File: config.mk
export PLATFORM = sky130hd
export DESIGN_NAME = sr_bank_arbiter
export DESIGN_NICKNAME = d
export VERILOG_FILES = /design/src/rtl/sr_bank_arbiter.sv
export SDC_FILE = /design/constraint.sdc
export NUM_CORES = 1
export LEC_CHECK = 0
export BUFFER_PORTS_ARGS = -buffer_cell sky130_fd_sc_hd__buf_2
export CORE_MARGIN = 2
export CORE_UTILIZATION = 40
export DETAILED_ROUTE_END_ITERATION = 7
export PLACE_DENSITY_LB_ADDON = 0.25
export SLEW_MARGIN = 10
export SYNTH_ARGS = -nofsm -noshare
export SYNTH_HDL_FRONTEND = slang
export SYNTH_SLANG_ARGS = --single-unit
File: constraint.sdc
create_clock -name CLK -period 2.24 [get_ports CLK]
set_input_delay 0.336 -clock CLK [delete_from_list [all_inputs] [get_ports CLK]]
set_output_delay 0.336 -clock CLK [all_outputs]
set_load 0.01 [all_outputs]
File: src/rtl/sr_bank_arbiter.sv
// Round-robin arbiter serialising N requesters' set/reset masks onto one shared
// bank of W set/reset flip-flops, with read-back verification after every command.
//
// state | meaning
// IDLE  | waiting for a request; picks the next requester round-robin from ptr
// APPLY | drives the conflict-free S/R lines to the bank for one cycle
// CHECK | compares the bank read-back with the applied command, registers ERR
// DONE  | pulses ACK/ERR to the granted requester, advances ptr
module sr_bank_arbiter #(
    parameter int N = 4,
    parameter int W = 8
) (
    input  logic             CLK,
    input  logic             RST_N,
    input  logic [N-1:0]     REQ,
    input  logic [N*W-1:0]   S_MASK,
    input  logic [N*W-1:0]   R_MASK,
    input  logic [W-1:0]     Q_IN,
    output logic [W-1:0]     S_BUS,
    output logic [W-1:0]     R_BUS,
    output logic [N-1:0]     GNT,
    output logic [N-1:0]     ACK,
    output logic             ERR,
    output logic             BUSY
);
    localparam int PW = (N > 1) ? $clog2(N) : 1;

    typedef enum logic [1:0] {IDLE, APPLY, CHECK, DONE} state_t;

    state_t          state;
    logic [PW-1:0]   ptr;
    logic [PW-1:0]   gnt_idx;
    logic [W-1:0]    smask;
    logic [W-1:0]    rmask;

    logic            pick_vld;
    logic [PW-1:0]   pick_idx;
    logic [PW-1:0]   cand;
    logic [W-1:0]    pick_s;
    logic [W-1:0]    pick_r;
    logic            mismatch;
    logic            conflict;
    logic [PW-1:0]   next_ptr;

    // Scan from the highest offset down so the lowest offset from ptr wins.
    always_comb begin
        pick_vld = 1'b0;
        pick_idx = '0;
        cand     = '0;
        for (int i = N - 1; i >= 0; i--) begin
            cand = PW'((int'(ptr) + i) % N);
            if (REQ[cand]) begin
                pick_vld = 1'b1;
                pick_idx = cand;
            end
        end
    end

    assign pick_s   = S_MASK[int'(pick_idx)*W +: W];
    assign pick_r   = R_MASK[int'(pick_idx)*W +: W];
    assign next_ptr = PW'((int'(gnt_idx) + 1) % N);

    // Conflicting bits were never driven, so only the driven bits are read back.
    assign mismatch = |((smask & ~rmask) & ~Q_IN) | |((rmask & ~smask) & Q_IN);
    assign conflict = |(smask & rmask);

    always_ff @(posedge CLK) begin
        if (!RST_N) begin
            state   <= IDLE;
            ptr     <= '0;
            gnt_idx <= '0;
            smask   <= '0;
            rmask   <= '0;
            S_BUS   <= '0;
            R_BUS   <= '0;
            GNT     <= '0;
            ACK     <= '0;
            ERR     <= 1'b0;
            BUSY    <= 1'b0;
        end else begin
            case (state)
                IDLE: begin
                    if (pick_vld) begin
                        smask         <= pick_s;
                        rmask         <= pick_r;
                        gnt_idx       <= pick_idx;
                        GNT           <= '0;
                        GNT[pick_idx] <= 1'b1;
                        S_BUS         <= pick_s & ~pick_r;
                        R_BUS         <= pick_r & ~pick_s;
                        BUSY          <= 1'b1;
                        state         <= APPLY;
                    end
                end
                APPLY: begin
                    S_BUS <= '0;
                    R_BUS <= '0;
                    state <= CHECK;
                end
                CHECK: begin
                    ACK   <= GNT;
                    ERR   <= mismatch | conflict;
                    state <= DONE;
                end
                DONE: begin
                    ACK   <= '0;
                    ERR   <= 1'b0;
                    GNT   <= '0;
                    BUSY  <= 1'b0;
                    ptr   <= next_ptr;
                    state <= IDLE;
                end
                default: state <= IDLE;
            endcase
        end
    end
endmodule

==> results.json <==
{
  "setup_tns_ns": 0,
  "crit_arrival_ns": 2.31,
  "synth_seq_cells": 48,
  "hold_path_startpoint": "R_BUS[1]",
  "p_per_area_nw_per_um2": 907,
  "worstMarginPinSlew_ns": 0.841,
  "vias": 3416,
  "ys_top_cells_by_area": "dfxtp_1 (32%), nand3_1 (8.1%), a21boi_1 (5.2%)",
  "postCtsHoldBufs": 0,
  "grt_overflow": 0,
  "setup_viol": 0,
  "cts_sinks": 48,
  "io_pins": 104,
  "die_x_um": 91.2,
  "num_antenna_cells": 0,
  "worstReg2RegStart": "state[1]",
  "start_util": 0.417,
  "irDropWorstVdd_uv": 325,
  "grt_first_pass_wirelength_um": 16200,
  "grt_max_degree": 30,
  "cts_made_buffers": 5,
  "async_reset_ff_frac": 0,
  "hold_path_class": "reg2reg",
  "core_region_area_um2": 7290,
  "fin_nets": 570,
  "final_util": 0.534,
  "fin_area_um2": 3890,
  "viasPerCell": 5.82,
  "status": "finished clean",
  "path_cells": "inv_1 > ha_1 > o41ai_2 > nor2_2 > buf_4 > nand4_1 > a211o_1 > a21boi_1",
  "ys_seq_area_frac": 0.316,
  "root_buffer": "clkbuf_8",
  "rows": 31,
  "regArea_um2": 962,
  "cp.required_ns": 2.49,
  "placedInstanceArea_um2": 3750,
  "post-route-min-period_ns": 2.06,
  "synth_warnings": 0,
  "critical_path_class": "reg2reg",
  "power.leakage_nw": 1.65,
  "fin_skew_ns": 0.0130,
  "multi_input_area_um2": 1970,
  "ctsResizeCount": 1,
  "firstDrtPassIters": 5,
  "grt_usage": 0.245,
  "finalPower_mw": 3.53,
  "max_cap_viol_count": 0,
  "drive_gt1_frac": 0.320,
  "drt-initial-drc-count": 322,
  "synth_largest_area_cell": "dfxtp_1",
  "crit_path_max_incr_delay_ns": 0.40,
  "finalCritPeriodShare": 0.920,
  "maxSlewViolCount": 0,
  "syn_inst": 383,
  "rsz0062_at_grt": "false",
  "syn_area_per_cell_um2": 7.94,
  "place_congestion": 0.969,
  "hpwl_um": 7580,
  "drc": 0,
  "die_area_um2": 8310,
  "cts_buffer_depth": 2,
  "ant_nets": 0,
  "synthesis.area_um2": 3040,
  "critPathSlowestCell": "nor2_2",
  "fmaxAchievable_mhz": 485,
  "ys_types": 46,
  "crit_path_start": "state[1]",
  "avgRoutedWirePerCell_um": 17.3,
  "clk_pin_slew_worst_paths_ns": 0.10,
  "clk_latency_ns": 0.31,
  "hold_viol": 0,
  "port_buffers": 103,
  "final_cell_mix": "buf_2 (103), nand3_1 (49), dfxtp_1 (47), nand2_1 (40), a21boi_1 (21)",
  "die_h_um": 91.2,
  "cp-start-kind": "register",
  "grt_pass1_vias": 3234,
  "cts_tree": "built",
  "slew_headroom": 0.439,
  "synth_top_area_frac": 0.316,
  "grt_antenna_before_repair": 0,
  "syn2layout_area_growth_pct": 28.0,
  "h-tree-depth": 2,
  "cp-end-kind": "register",
  "crit_fanout": 8,
  "n_fill_cell": 763,
  "synth_edf_count": 0,
  "synth-main-ff-cell": "dfxtp_1",
  "cts_setup_buffers": 0,
  "synth_fp_nets": 466,
  "wirelength_um": 10200,
  "final_common_cell": "buf_2"
}
-- final cells by class --
type / instances / share of cell area
tap: 99 / 0.0318
sequential: 48 / 0.247
multi-input combinational: 306 / 0.507
inverter: 3 / 0.00289
clock buffer: 5 / 0.0177
clock inverter: 3 / 0.0122
timing repair buffer: 123 / 0.181
-- worst max-delay path, delay by kind of cell (launching register included) --
family	cells	cell delay, ns
adder cells (fa/ha/maj)	1	0.22
AND/OR/NAND/NOR	2	0.50
AO/OA/AOI/OAI	3	0.57
buffers and inverters	2	0.36
flip-flops	1	0.35
-- power by group --
| part | switching, mW | internal [mW] | leakage [nW] |
|---|---|---|---|
| registers | 0.137 | 1.03 | 0.393 |
| logic | 1.03 | 0.668 | 1.20 |
| clock network | 0.323 | 0.337 | 0.0583 |
| total | 1.49 | 2.04 | 1.65 |
-- per-layer routing --
layer	global-route usage	routed length, µm
met4	0.0644	123
met5	0	0
met2	0.387	4640
met3	0.0473	841
met1	0.343	4560
-- worst paths after layout --
path	end	slack [ns]	cells past startpoint
worst max-delay path	R_BUS[6]	0.18	8
worst max register to register	R_BUS[6]	0.18	8
worst min-delay path	R_BUS[1]	0.45	2
worst min register to register	R_BUS[1]	0.45	2
-- synthesized netlist by cell type, types with 9 or more instances --
| cell | number |
|---|---|
| a21boi_0 | 10 |
| a21boi_1 | 21 |
| a21oi_1 | 20 |
| and3_1 | 16 |
| buf_2 | 14 |
| clkbuf_1 | 9 |
| dfxtp_1 | 48 |
| mux2i_1 | 10 |
| nand2_1 | 40 |
| nand3_1 | 49 |
| nand4_1 | 18 |
| nor2b_1 | 11 |
| o21ai_0 | 14 |
| o21ai_1 | 10 |
-- cells by family (layout without fill, tap and decap cells) --
logic type                 Yosys count  count (layout)  synth area share
adders and majority gates            5               5            0.0206
xor gates and xnor gates             1               1           0.00288
AOI/OAI and AO/OA                  123             123             0.291
DFF                                 48              48             0.316
and+or+nand+nor                    167             167             0.291
buffers and inverters               29             134            0.0453
muxes                               10              10            0.0329
-- registers in the layout, summed over array words and instances (netlist names) --
name	count
R_BUS	8
S_BUS	8
rmask	8
smask	8
ACK	4
GNT	4
gnt_idx	2
ptr	2
state	2
BUSY	1
ERR	1
-- stage by stage --
stage	setup WS, ns	hold WS, ns	instances
floorplan	0.307	0.434	383
global placement	-0.121	0.440	579
detailed placement	-0.218	0.446	579
CTS	0.109	0.456	587
global route	0.0477	0.474	587
finish	0.180	0.454	587
(Power assumes the default switching activity.)
